==> config.mk <==
export PLATFORM = sky130hd
export DESIGN_NAME = pll_lock_sequencer_flat
export DESIGN_NICKNAME = d
export VERILOG_FILES = /design/src/rtl/pll_lock_sequencer_if.sv /design/src/rtl/pll_lock_sequencer.sv /design/src/flat_wrapper.sv
export SDC_FILE = /design/constraint.sdc
export NUM_CORES = 1
export LEC_CHECK = 0
export BUFFER_PORTS_ARGS = -buffer_cell sky130_fd_sc_hd__buf_2
export CAP_MARGIN = 20
export CORE_MARGIN = 2
export CORE_UTILIZATION = 53
export CTS_CLUSTER_DIAMETER = 200
export DETAILED_ROUTE_END_ITERATION = 6
export PLACE_DENSITY = 0.83
export SYNTH_ARGS = -nofsm -noshare
export SYNTH_HDL_FRONTEND = slang
export SYNTH_SLANG_ARGS = --single-unit
==> constraint.sdc <==
create_clock -name clk -period 1.8 [get_ports clk]
set_input_delay 0.36 -clock clk [delete_from_list [all_inputs] [get_ports clk]]
set_output_delay 0.36 -clock clk [all_outputs]
set_load 0.1 [all_outputs]
==> src/rtl/pll_lock_sequencer_if.sv <==
// PLL sequencer signal bundle.
// master : the sequencer (samples pll_lock/clken, drives everything else)
// slave  : the PLL / datapath side
//   pll_lock   raw PLL lock, asynchronous to the reference clock
//   clken      requested datapath clock enable
//   pll_rst    reset request to the PLL, active high
//   sys_rst    downstream datapath reset, active high
//   clken_out  qualified datapath clock enable
//   locked     high only while running
//   fail       sticky failure flag
//   lost_cnt   saturating count of lock-loss events while running
//   state      current sequencer state encoding
interface pll_lock_sequencer_if;
   logic       pll_lock;
   logic       clken;
   logic       pll_rst;
   logic       sys_rst;
   logic       clken_out;
   logic       locked;
   logic       fail;
   logic [3:0] lost_cnt;
   logic [2:0] state;

   modport master (
      input  pll_lock, clken,
      output pll_rst, sys_rst, clken_out, locked, fail, lost_cnt, state
   );

   modport slave (
      output pll_lock, clken,
      input  pll_rst, sys_rst, clken_out, locked, fail, lost_cnt, state
   );
endinterface

==> src/rtl/pll_lock_sequencer.sv <==
// PLL lock sequencer, running on the PLL reference clock.
// Holds the PLL in reset, qualifies a synchronized lock for LOCK_STABLE
// consecutive cycles, then releases the datapath reset and clock enable.
// A lost lock sends the sequencer back to lock qualification; an attempt
// that does not reach RUN within TIMEOUT cycles re-pulses the PLL reset,
// and MAX_RETRY failed attempts end in a sticky FAIL.
// Ports:
//   clk  reference clock (rising edge)
//   rst  asynchronous active-low reset
//   bus  pll_lock_sequencer_if.master (see interface for signal list)
//
// state     | meaning
// ----------+---------------------------------------------------------
// RESET_PLL | pll_rst high for RST_PULSE cycles
// WAIT_LOCK | waiting for synchronized lock, attempt timer running
// STABLE    | counting consecutive lock cycles, attempt timer running
// RUN       | datapath released, watching for lock loss
// FAIL      | retries exhausted, held until rst
module pll_lock_sequencer #(
   parameter int unsigned RST_PULSE   = 8,
   parameter int unsigned LOCK_STABLE = 16,
   parameter int unsigned TIMEOUT     = 256,
   parameter int unsigned MAX_RETRY   = 3
) (
   input  logic                  clk,
   input  logic                  rst,
   pll_lock_sequencer_if.master  bus
);

   localparam int unsigned PW = $clog2(RST_PULSE);
   localparam int unsigned SW = $clog2(LOCK_STABLE);
   localparam int unsigned TW = $clog2(TIMEOUT);

   // Down-counter loads; each terminal count is zero.
   localparam logic [PW-1:0] PULSE_LOAD = PW'(RST_PULSE - 1);
   // WAIT_LOCK->STABLE already accounts for the first lock cycle.
   localparam logic [SW-1:0] STAB_LOAD  = SW'(LOCK_STABLE - 2);
   localparam logic [TW-1:0] TMO_LOAD   = TW'(TIMEOUT - 1);
   localparam logic [3:0]    RETRY_MAX  = 4'(MAX_RETRY);

   typedef enum logic [2:0] {
      S_RESET_PLL = 3'd0,
      S_WAIT_LOCK = 3'd1,
      S_STABLE    = 3'd2,
      S_RUN       = 3'd3,
      S_FAIL      = 3'd4
   } state_t;

   state_t        state_q, state_d;
   logic          sync1_q, lock_s_q;
   logic [PW-1:0] pulse_q, pulse_d;
   logic [SW-1:0] stab_q, stab_d;
   logic [TW-1:0] tmo_q, tmo_d;
   logic [3:0]    retry_q, retry_d;
   logic [3:0]    lost_q, lost_d;
   logic          attempt_fail;

   logic          pll_rst_q, sys_rst_q, clken_out_q, locked_q, fail_q;

   always_ff @(posedge clk or negedge rst) begin
      if (!rst) begin
         sync1_q  <= 1'b0;
         lock_s_q <= 1'b0;
      end else begin
         sync1_q  <= bus.pll_lock;
         lock_s_q <= sync1_q;
      end
   end

   always_ff @(posedge clk or negedge rst) begin
      if (!rst) begin
         state_q     <= S_RESET_PLL;
         pulse_q     <= PULSE_LOAD;
         stab_q      <= '0;
         tmo_q       <= TMO_LOAD;
         retry_q     <= '0;
         lost_q      <= '0;
         pll_rst_q   <= 1'b1;
         sys_rst_q   <= 1'b1;
         clken_out_q <= 1'b0;
         locked_q    <= 1'b0;
         fail_q      <= 1'b0;
      end else begin
         state_q     <= state_d;
         pulse_q     <= pulse_d;
         stab_q      <= stab_d;
         tmo_q       <= tmo_d;
         retry_q     <= retry_d;
         lost_q      <= lost_d;
         // Outputs decode the next state so they change on the entering edge.
         pll_rst_q   <= (state_d == S_RESET_PLL);
         sys_rst_q   <= (state_d != S_RUN);
         clken_out_q <= (state_d == S_RUN) && bus.clken;
         locked_q    <= (state_d == S_RUN);
         fail_q      <= (state_d == S_FAIL);
      end
   end

   always_comb begin
      state_d      = state_q;
      pulse_d      = pulse_q;
      stab_d       = stab_q;
      tmo_d        = tmo_q;
      retry_d      = retry_q;
      lost_d       = lost_q;
      attempt_fail = 1'b0;

      case (state_q)
         S_RESET_PLL: begin
            if (pulse_q == '0) begin
               state_d = S_WAIT_LOCK;
               tmo_d   = TMO_LOAD;
            end else begin
               pulse_d = pulse_q - PW'(1);
            end
         end

         S_WAIT_LOCK: begin
            if (tmo_q == '0) begin
               attempt_fail = 1'b1;
            end else begin
               tmo_d = tmo_q - TW'(1);
               if (lock_s_q) begin
                  state_d = S_STABLE;
                  stab_d  = STAB_LOAD;
               end
            end
         end

         S_STABLE: begin
            // Qualification completing on the timeout cycle still wins.
            if (lock_s_q && (stab_q == '0)) begin
               state_d = S_RUN;
               retry_d = '0;
            end else if (tmo_q == '0) begin
               attempt_fail = 1'b1;
            end else begin
               tmo_d = tmo_q - TW'(1);
               if (lock_s_q) begin
                  stab_d = stab_q - SW'(1);
               end else begin
                  state_d = S_WAIT_LOCK;
               end
            end
         end

         S_RUN: begin
            if (!lock_s_q) begin
               state_d = S_WAIT_LOCK;
               tmo_d   = TMO_LOAD;
               if (lost_q != 4'hF) begin
                  lost_d = lost_q + 4'd1;
               end
            end
         end

         S_FAIL: begin
         end

         default: begin
            state_d = S_RESET_PLL;
            pulse_d = PULSE_LOAD;
         end
      endcase

      if (attempt_fail) begin
         retry_d = retry_q + 4'd1;
         if (retry_d == RETRY_MAX) begin
            state_d = S_FAIL;
         end else begin
            state_d = S_RESET_PLL;
            pulse_d = PULSE_LOAD;
         end
      end
   end

   assign bus.pll_rst   = pll_rst_q;
   assign bus.sys_rst   = sys_rst_q;
   assign bus.clken_out = clken_out_q;
   assign bus.locked    = locked_q;
   assign bus.fail      = fail_q;
   assign bus.lost_cnt  = lost_q;
   assign bus.state     = state_q;

endmodule

==> src/flat_wrapper.sv <==
// flat-port wrapper written by rule: the top's interface ports become plain ports
module pll_lock_sequencer_flat 
#(
   parameter int unsigned RST_PULSE   = 8,
   parameter int unsigned LOCK_STABLE = 16,
   parameter int unsigned TIMEOUT     = 256,
   parameter int unsigned MAX_RETRY   = 3
)
  (clk, rst, bus_pll_lock, bus_clken, bus_pll_rst, bus_sys_rst, bus_clken_out, bus_locked, bus_fail, bus_lost_cnt, bus_state);
  pll_lock_sequencer_if bus_i ();
  input  logic clk;
  input  logic rst;
  input wire logic [$bits(bus_i.pll_lock)-1:0] bus_pll_lock;
  input wire logic [$bits(bus_i.clken)-1:0] bus_clken;
  output wire logic [$bits(bus_i.pll_rst)-1:0] bus_pll_rst;
  output wire logic [$bits(bus_i.sys_rst)-1:0] bus_sys_rst;
  output wire logic [$bits(bus_i.clken_out)-1:0] bus_clken_out;
  output wire logic [$bits(bus_i.locked)-1:0] bus_locked;
  output wire logic [$bits(bus_i.fail)-1:0] bus_fail;
  output wire logic [$bits(bus_i.lost_cnt)-1:0] bus_lost_cnt;
  output wire logic [$bits(bus_i.state)-1:0] bus_state;
  assign bus_i.pll_lock = bus_pll_lock;
  assign bus_i.clken = bus_clken;
  assign bus_pll_rst = bus_i.pll_rst;
  assign bus_sys_rst = bus_i.sys_rst;
  assign bus_clken_out = bus_i.clken_out;
  assign bus_locked = bus_i.locked;
  assign bus_fail = bus_i.fail;
  assign bus_lost_cnt = bus_i.lost_cnt;
  assign bus_state = bus_i.state;
  pll_lock_sequencer #(.RST_PULSE(RST_PULSE), .LOCK_STABLE(LOCK_STABLE), .TIMEOUT(TIMEOUT), .MAX_RETRY(MAX_RETRY)) u_core (.clk(clk), .rst(rst), .bus(bus_i));
endmodule
==> metrics.txt, run 1 <==
vias per inst 5.98; post-synthesis cell area 1830 µm²; # rows 21; number of synthesized flops with an enable pin 0; unique cell type count in the Yosys netlist 54; Final Cell Area 2420 µm²; syn_area_per_cell 10.1 µm²; Final Util 73.1%; flops & latches, synth 33; Slew Viols, Final 0; Hold Crit Class primary input to flop; core area 3310 µm²; unrepaired setup endpoints after global routing yes; FF-to-FF path depth 9; Place WS -0.0435 ns; max cap viols 0; level count of the clock H-tree 2; FFs w/ async S/R, synth 100%; hold_sp bus_pll_lock; crit start category flop; failing checks negative setup slack; Worst-path clk slew 0.10 ns; hold slack 0.129 ns; worst hold stages 1; library cell with the highest instance count after synthesis dfrtp_1; Post-DP HPWL 3170 µm; Multi-input gate area 1060 µm²; sequential fraction of the synthesis area 46.1%; Lkg Pwr 1.07 nW; worst-path fanout max 4; grt ovf 0; Initial Util 55.1%; Final Wtd Congestion 0.916; Relative slew margins 67.6%; clk root buf clkbuf_4; dpl cell area 2170 µm²; fill count 219; hold endpoint u_core.sync1_q$_DFF_PN0_; Fin Clk Skew 0.0125 ns; Sink Count 33; Reg-to-Reg End u_core.tmo_q[6]$_DFFE_PN1P_; placed insts 258; status finished with violations; Tmin final 1.85 ns; share of post-route cells with drive strength above 1 46.8%; Synth area leader dfrtp_1; Final WS setup -0.0465 ns; Commonest cells post-synth dfrtp_1, nand2_1, dfstp_2; GRT Resource Usage Total 24.2%; CTS tree built; Vias 1656; First DRT Iteration DRCs 106; CTS Buffer Depth 2; Final Power 2.90 mW; First-pass DRT Iterations 5; drt total wl 4690 µm; Mapped Cells 180; Remaining DRCs 0; reg-to-reg slack, setup -0.05 ns; most used cell, CP inv_2; Critical Setup Path Class flop to flop; final setup violation count 3; crit-path max cell delay 0.41 ns; vias in the first global route 1703; Tcrit/Tclk final 103%; Final Hold Viols 0; ranking of synthesized cells by area dfrtp_1, dfstp_2, ha_1; Crit-path slowest cell dfrtp_1; crit-path cells inv_2, ha_4, nor3b_4, o211a_1, inv_2, and3_4, buf_6, a31oi_1, o21ai_1; port bufs 15; worst-case vdd ir drop 1530 µV; largest net degree at the start of global routing 20; first-pass GRT wire length 7490 µm; die extent in y 62.7 µm; Final Instance Count excl. Fillers 277; Crit Reg-Reg Startpoint u_core.stab_q[1]$_DFFE_PN0P_; cts bufs inserted 5; power density cells 1200 nW/µm²; setup TNS -0.0675 ns; Synth Flop Type dfrtp_1; Critical Path RT 2.07 ns; clk_lat worst skew 0.34 ns; Post-Syn Nets 192; DIE WIDTH 62.7 µm; die footprint 3930 µm²; Final ANT Viol Nets 0; worst-margin pin slew 0.489 ns; Yosys warning count 0; fmax 542 MHz; DR WL/cell 16.9 µm; post-synth top area share 27.4%; ANT cells 0; final net count 242; I/O Pins 16; Register Area 857 µm²; initial antenna violation count 0; Worst Path Arrival 2.11 ns; Area Growth Syn to Fin 32.6%; crit path capture type flop
==> timing repair <==
item / CTS / global route
gates cloned: 0 / 0
pin swaps: 4 / 11
endpoints found under the setup margin: 8 / 19
resized for setup: 11 / 15
hold buffers: 1 / 0
setup buffers: 4 / 6
hold endpoints to repair: 13 / 0
==> area by class of cell <==
| cell class | instances | share of cell area, % |
|---|---|---|
| flip-flops and latches | 33 | 35.4 |
| inverters | 10 | 1.55 |
| multi-input cells | 132 | 43.9 |
| repair buffers | 48 | 13.9 |
| clock buffers | 7 | 2.69 |
| well taps | 46 | 2.38 |
| clock inverters | 1 | 0.207 |
==> worst max-delay path: cells and delay by family (launching register included) <==
kind	cells	cell delay, ns
AOI/OAI and AO/OA	3	0.53
and+or+nand+nor	2	0.42
DFF	1	0.41
buffers and inverters	3	0.27
adders and majority gates	1	0.15
==> layer usage <==
layer	wire [µm]	track usage, %
met5	0	0
met4	107	12.5
met3	222	6.85
met2	2410	41.3
met1	1950	27.7
==> state kept, by name, summed over array words and instances (netlist names) <==
name and cells:
u_core.pulse_q 3, u_core.retry_q 4, u_core.stab_q 4, u_core.bus.locked 1
u_core.bus.lost_cnt 4, u_core.bus.state 3, u_core.bus.sys_rst 1, u_core.lock_s_q 1
u_core.bus.pll_rst 1, u_core.tmo_q 8, u_core.bus.fail 1, u_core.bus.clken_out 1
u_core.sync1_q 1
==> how the worst max path moves through the flow <==
stage | cells past startpoint | startpoint | slack (ns) | endpoint
CTS | 6 | u_core.tmo_q[5]$_DFFE_PN1P_ | -0.02 | u_core.tmo_q[0]$_DFFE_PN1P_
finish | 9 | u_core.stab_q[1]$_DFFE_PN0P_ | -0.05 | u_core.tmo_q[6]$_DFFE_PN1P_
detailed placement | 9 | u_core.stab_q[1]$_DFFE_PN0P_ | -0.04 | u_core.tmo_q[0]$_DFFE_PN1P_
floorplan | 7 | u_core.bus.state[1]$_DFF_PN0_ | -0.16 | u_core.tmo_q[7]$_DFFE_PN1P_
global route | 9 | u_core.stab_q[1]$_DFFE_PN0P_ | -0.09 | u_core.tmo_q[6]$_DFFE_PN1P_
global placement | 8 | u_core.tmo_q[0]$_DFFE_PN1P_ | 0.04 | u_core.tmo_q[2]$_DFFE_PN1P_
==> logic make-up (layout without fill, tap and decap cells) <==
kind of cell	count (synthesis)	after routing	synth area share [%]
XOR/XNOR	9	9	4.32
buffers and inverters	15	66	3.63
flip-flops	33	33	46.1
AND/OR/NAND/NOR	75	75	25.0
adder cells (fa/ha/maj)	8	8	5.48
multiplexers	2	2	1.17
AO/OA/AOI/OAI	38	38	14.3
==> power breakdown <==
| group | switching (mW) | internal [mW] |
|---|---|---|
| registers | 0.176 | 0.906 |
| clock network | 0.252 | 0.226 |
| logic | 0.870 | 0.467 |
| total | 1.30 | 1.60 |
==> cell usage in the layout, fill, tap and decap left out, types with 4 or more instances in the layout <==
cell	netlist	final
buf_4	0	31
nand2_1	15	15
buf_2	2	14
dfrtp_1	20	14
dfstp_2	13	13
nor2_1	10	9
nand3_1	10	9
o21ai_0	8	7
a21oi_1	9	6
inv_2	0	5
inv_1	10	5
xor2_1	5	5
ha_1	8	5
clkbuf_4	0	5
nor3b_4	0	4
xnor2_1	4	4
nand4_1	4	4
(Power assumes the default switching activity.)
==> inputs of run 2 (changes only) <==
--- a/config.mk
+++ b/config.mk
@@ -5,8 +5,9 @@
 export SDC_FILE = /design/constraint.sdc
 export NUM_CORES = 1
 export LEC_CHECK = 0
+export ABC_AREA = 1
 export BUFFER_PORTS_ARGS = -buffer_cell sky130_fd_sc_hd__buf_2
-export CAP_MARGIN = 20
+export CAP_MARGIN = 30
 export CORE_MARGIN = 2
 export CORE_UTILIZATION = 53
 export CTS_CLUSTER_DIAMETER = 200
==> metrics.txt, run 2 <==
First DRT Iteration DRCs 63 (was 106); first-pass GRT wire length 5840 µm (was 7490 µm); Tcrit/Tclk final 92.7% (was 103%); I/O Pins 16 (unchanged); Register Area 848 µm² (was 857 µm²); most frequent cells in the layout nand2_1, inv_1, nand3_1 (was buf_4, nand2_1, buf_2, dfrtp_1, dfstp_2); dpl cell area 1980 µm² (was 2170 µm²); core area 3310 µm² (unchanged); die footprint 3920 µm² (was 3930 µm²); flops & latches, synth 33 (unchanged); Synth area leader dfrtp_1 (unchanged); crit start category flop (unchanged); max cap viols 0 (unchanged); ANT cells 0 (unchanged); CTS tree built (unchanged); FFs w/ async S/R, synth 100% (unchanged); Hold Crit Class primary input to asynchronous set/reset pin (was primary input to flop); post-synth top area share 27.5% (was 27.4%); Vias 1404 (was 1656); worst-path fanout max 8 (was 4); ranking of synthesized cells by area dfrtp_1, dfstp_2, nand2_1 (was dfrtp_1, dfstp_2, ha_1); syn_area_per_cell 8.71 µm² (was 10.1 µm²); Tmin final 1.67 ns (was 1.85 ns); share of post-route cells with drive strength above 1 32.6% (was 46.8%); post-synthesis cell area 1820 µm² (was 1830 µm²); Worst-path clk slew 0.10 ns (about the same); DIE WIDTH 62.6 µm (was 62.7 µm); final net count 250 (was 242); status finished clean (was finished with violations); drt total wl 3250 µm (was 4690 µm); crit path capture type flop (unchanged); vias in the first global route 1381 (was 1703); Top reg by flops u_core.tmo_q (unchanged); sequential fraction of the synthesis area 46.3% (was 46.1%); Fin Clk Skew 0.0109 ns (was 0.0125 ns); worst-margin pin slew 0.629 ns (was 0.489 ns); Multi-input gate area 860 µm² (was 1060 µm²); fill count 307 (was 219); power density cells 1900 nW/µm² (was 1200 nW/µm²); Commonest cells post-synth nand2_1, inv_1, nand3_1 (was dfrtp_1, nand2_1, dfstp_2); Relative slew margins 58.1% (was 67.6%); DR WL/cell 11.4 µm (was 16.9 µm); Sink Count 33 (unchanged); worst-case vdd ir drop 1230 µV (was 1530 µV); # rows 21 (unchanged); clk_lat worst skew 0.33 ns (was 0.34 ns); vias per inst 4.93 (was 5.98); CTS Buffer Depth 2 (unchanged); port bufs 15 (unchanged); First-pass DRT Iterations 4 (was 5); GRT Resource Usage Total 19.4% (was 24.2%); number of synthesized flops with an enable pin 0 (unchanged); Final Cell Area 2070 µm² (was 2420 µm²); Post-DP HPWL 2430 µm (was 3170 µm); GRT met2 Usage 33.3% (was 41.3%); unique cell type count in the Yosys netlist 26 (was 54); Synth Flop Type dfrtp_1 (unchanged); Final Hold Viols 0 (unchanged); setup TNS 0 ns (was -0.0675 ns); cts bufs inserted 5 (unchanged); Worst Path Arrival 1.94 ns (was 2.11 ns); CTS hold repair buffers 0 (was 1); Area Growth Syn to Fin 14.0% (was 32.6%); clk root buf clkbuf_4 (unchanged); Lkg Pwr 1.03 nW (was 1.07 nW); Critical Path RT 2.07 ns (about the same); Slew Viols, Final 0 (unchanged); Remaining DRCs 0 (unchanged); GR peak layer met2 (unchanged); GR Util met3 5.95% (was 6.85%); level count of the clock H-tree 2 (unchanged); Initial Util 55.0% (was 55.1%); die extent in y 62.6 µm (was 62.7 µm); max reg flops 8 (unchanged); initial antenna violation count 0 (unchanged); commonest non-fill, non-tap cell in the layout nand2_1 (was buf_4); final setup violation count 0 (was 3); Mapped Cells 209 (was 180); library cell with the highest instance count after synthesis nand2_1 (was dfrtp_1); grt met1 use 22.1% (was 27.7%); largest net degree at the start of global routing 31 (was 20); grt ovf 0 (unchanged); Post-Syn Nets 221 (was 192); Final Wtd Congestion 0.823 (was 0.916); Yosys warning count 0 (unchanged); Final ANT Viol Nets 0 (unchanged); fmax 599 MHz (was 542 MHz); Critical Setup Path Class flop to flop (unchanged)
run 2: cell count changes after synthesis, moves of 4 or more:
cell,change
o21ai_1,+5
nor3b_1,-5
nor2_1,+9
o21ai_0,+9
a21oi_1,-7
nand3_1,+12
nand2_1,+20
inv_2,+4
nor2b_1,-4
o21ai_2,+6
inv_1,+15
run 2: final timing paths:
kind | start | end | slack (ns) | depth (start not counted)
max in group asynchronous | rst | u_core.tmo_q[6]$_DFFE_PN1P_ | 1.17 | 2
max | u_core.stab_q[0]$_DFFE_PN0P_ | u_core.tmo_q[7]$_DFFE_PN1P_ | 0.13 | 12
min | rst | u_core.stab_q[0]$_DFFE_PN0P_ | 0.04 | 1
max reg2reg | u_core.stab_q[0]$_DFFE_PN0P_ | u_core.tmo_q[7]$_DFFE_PN1P_ | 0.13 | 12
min in group clk | bus_pll_lock | u_core.sync1_q$_DFF_PN0_ | 0.13 | 1
min reg2reg | u_core.sync1_q$_DFF_PN0_ | u_core.lock_s_q$_DFF_PN0_ | 0.37 | 0
run 2: logic make-up after synthesis:
logic type | share of synthesized area [%]
AO/OA/AOI/OAI | 9.76
multiplexers | 0.619
flip-flops | 46.3
XOR/XNOR | 5.77
adder cells (fa/ha/maj) | 5.50
AND/OR/NAND/NOR | 24.9
buffers and inverters | 7.15
run 2: per-layer routing:
layer,vias to the layer above,part of all wire [%],wire length (µm)
met1,656,43,1410
met2,17,51,1650
li1,726,-,-
met4,0,1.9,63
met5,-,0,0
met3,5,3.9,128
run 2: critical path, cell delays in order (launching register included):
cell and delay (ns):
dfrtp_1 0.33, inv_1 0.08, ha_1 0.22, nand2_1 0.08, nor2_2 0.06, nand2_4 0.06, inv_2 0.06, nor2_4 0.16
nand2_4 0.08, nor2_4 0.20, buf_4 0.17, o21ai_2 0.05, nand2_1 0.05
run 2: repair_timing:
action	CTS	global route
setup buffers	0	3
resized for setup	0	6
endpoints found under the setup margin	0	15
run 2: where the power goes:
group / total [mW] / internal [mW] / switching (mW)
Combinational: 2.23 / 0.656 / 1.57
Clock: 0.427 / 0.193 / 0.234
Sequential: 1.29 / 1.09 / 0.196
Total: 3.95 / 1.94 / 2.01
run 2: layout make-up:
type / instances / share of cell area, %
well taps: 46 / 2.77
repair buffers: 23 / 6.51
flip-flops and latches: 33 / 40.9
inverters: 30 / 5.55
multi-input cells: 145 / 41.4
clock buffers: 8 / 2.83
run 2: stage by stage:
stage               setup WS (ns)  util (%)  cells  total power, mW  hold slack, ns
floorplan                  0.0423         -    209             3.10          0.0644
global placement            0.136      59.9    274             3.42           0.334
detailed placement         0.0820      59.9    274             3.48           0.348
CTS                        0.0528      61.6    282             3.92          0.0492
global route              -0.0193      62.7    285             4.29          0.0744
finish                      0.131      62.7    285             3.95          0.0401
==> inputs of run 3 (changes only) <==
--- a/config.mk
+++ b/config.mk
@@ -13,6 +13,7 @@
 export CTS_CLUSTER_DIAMETER = 200
 export DETAILED_ROUTE_END_ITERATION = 6
 export PLACE_DENSITY = 0.83
+export RECOVER_POWER = 50
 export SYNTH_ARGS = -nofsm -noshare
 export SYNTH_HDL_FRONTEND = slang
 export SYNTH_SLANG_ARGS = --single-unit
==> metrics.txt, run 3 (same netlist as run 2, synthesis figures left out) <==
share of post-route cells with drive strength above 1 31.0% (was 32.6%); die extent in y 62.6 µm (unchanged); largest net degree at the start of global routing 31 (unchanged); Slew Viols, Final 30 (was 0); I/O Pins 16 (unchanged); # rows 21 (unchanged); Lkg Pwr 1.02 nW (was 1.03 nW); level count of the clock H-tree 2 (unchanged); clk_lat worst skew 0.33 ns (about the same); Hold Crit Class primary input to flop (was primary input to asynchronous set/reset pin); DR WL/cell 11.4 µm (about the same); reg-to-reg slack, setup 0.13 ns (about the same); max reg flops 8 (unchanged); Post-DP HPWL 2430 µm (unchanged); Tmin final 1.67 ns (about the same); vias per inst 4.94 (was 4.93); Worst Path Arrival 1.94 ns (about the same); GRT Resource Usage Total 19.4% (unchanged); First DRT Iteration DRCs 68 (was 63); worst-margin pin slew 1.50 ns (was 0.629 ns); Sink Count 33 (unchanged); power density cells 1910 nW/µm² (was 1900 nW/µm²); worst-case vdd ir drop 1230 µV (about the same); ANT cells 0 (unchanged); Final Hold Viols 0 (unchanged); clk root buf clkbuf_4 (unchanged); First-pass DRT Iterations 4 (unchanged); initial antenna violation count 0 (unchanged); Place WS 0.0820 ns (unchanged); Vias 1408 (was 1404); Critical Setup Path Class flop to flop (unchanged); Final Wtd Congestion 0.823 (unchanged); Tcrit/Tclk final 92.7% (about the same); most frequent cells in the layout nand2_1, inv_1, nand3_1 (unchanged); Remaining DRCs 0 (unchanged); CTS tree built (unchanged); Fin Clk Skew 0.0107 ns (was 0.0109 ns); Top reg by flops u_core.tmo_q (unchanged); grt ovf 0 (unchanged); Relative slew margins -0.107% (was 58.1%); first-pass GRT wire length 5840 µm (unchanged); DIE WIDTH 62.6 µm (unchanged); CTS Buffer Depth 2 (unchanged); cts bufs inserted 5 (unchanged); commonest non-fill, non-tap cell in the layout nand2_1 (unchanged); Crit-path slowest cell dfrtp_1 (unchanged); Final WS setup 0.131 ns (about the same); core area 3310 µm² (unchanged); crit-path max cell delay 0.33 ns (about the same); drt total wl 3250 µm (about the same); Final ANT Viol Nets 0 (unchanged); failing checks max-capacitance violations, max-slew violations; crit-path cells inv_1, ha_1, nand2_1, nor2_2, nand2_4, inv_2, nor2_4, nand2_4, nor2_4, buf_4, o21ai_2, nand2_1 (unchanged); die footprint 3920 µm² (unchanged); final setup violation count 0 (unchanged); Final Instance Count excl. Fillers 285 (unchanged); final net count 250 (unchanged); placed insts 274 (unchanged); vias in the first global route 1381 (unchanged); Critical Path RT 2.07 ns (about the same); port bufs 15 (unchanged); Initial Util 55.0% (unchanged); worst-path fanout max 8 (unchanged); Area Growth Syn to Fin 13.5% (was 14.0%); fmax 599 MHz (about the same); status finished with violations (was finished clean); max cap viols 1 (was 0); crit start category flop (unchanged); Worst-path clk slew 0.10 ns (about the same); crit path capture type flop (unchanged)
run 3: power breakdown:
group	switching, mW	total (mW)	internal, mW	leakage (nW)
Combinational	1.57	2.23	0.654	0.604
Clock	0.235	0.427	0.193	0.0326
Sequential	0.196	1.29	1.09	0.386
Total	2.00	3.95	1.94	1.02
run 3: repair_timing:
item	CTS	global route
buffers inserted	0	3
hold buffers	0	0
setup endpoints to repair	0	15
resized for setup	0	6
run 3: worst max-delay path, delay by kind of cell, from the launching register on:
| family | cells | cell delay [ns] |
|---|---|---|
| flip-flops | 1 | 0.33 |
| adder cells (fa/ha/maj) | 1 | 0.22 |
| AO/OA/AOI/OAI | 1 | 0.05 |
| buffers and inverters | 3 | 0.31 |
| AND/OR/NAND/NOR | 7 | 0.69 |
run 3: final timing paths:
path,start,end,depth (start not counted)
max,u_core.stab_q[0]$_DFFE_PN0P_,u_core.tmo_q[7]$_DFFE_PN1P_,12
min,bus_pll_lock,u_core.sync1_q$_DFF_PN0_,1
max reg2reg,u_core.stab_q[0]$_DFFE_PN0P_,u_core.tmo_q[7]$_DFFE_PN1P_,12
min reg2reg,u_core.sync1_q$_DFF_PN0_,u_core.lock_s_q$_DFF_PN0_,0
max in group asynchronous,rst,u_core.bus.state[2]$_DFF_PN0_,1
min in group asynchronous,rst,u_core.stab_q[0]$_DFFE_PN0P_,1
run 3: final cells by class:
type                       instances  area, µm²
timing repair buffer              23        126
fill                             308       1240
clock buffer                       8       58.8
tap                               46       57.6
inverter                          30        115
sequential                        33        848
multi-input combinational        145        860
run 3: metrics by stage:
step / hold slack, ns / util, % / total power [mW] / cell area [µm²] / setup TNS, ns
4_1_cts: 0.0492 / 61.6 / 3.92 / 2040 / 0
3_5_place_dp: 0.348 / 59.9 / 3.48 / 1980 / 0
3_3_place_gp: 0.334 / 59.9 / 3.42 / 1980 / 0
6_report: 0.128 / 62.4 / 3.95 / 2070 / 0
2_1_floorplan: 0.0644 / - / 3.10 / 1830 / 0
5_1_grt: 0.0990 / 62.4 / 4.29 / 2070 / -0.0535
run 3: metal layers:
metal	routed length (µm)	global-route usage, %	part of all wire (%)
met5	0	0	0
met4	63	9.17	1.9
met3	127	5.95	3.9
met2	1650	33.3	51
met1	1410	22.1	43
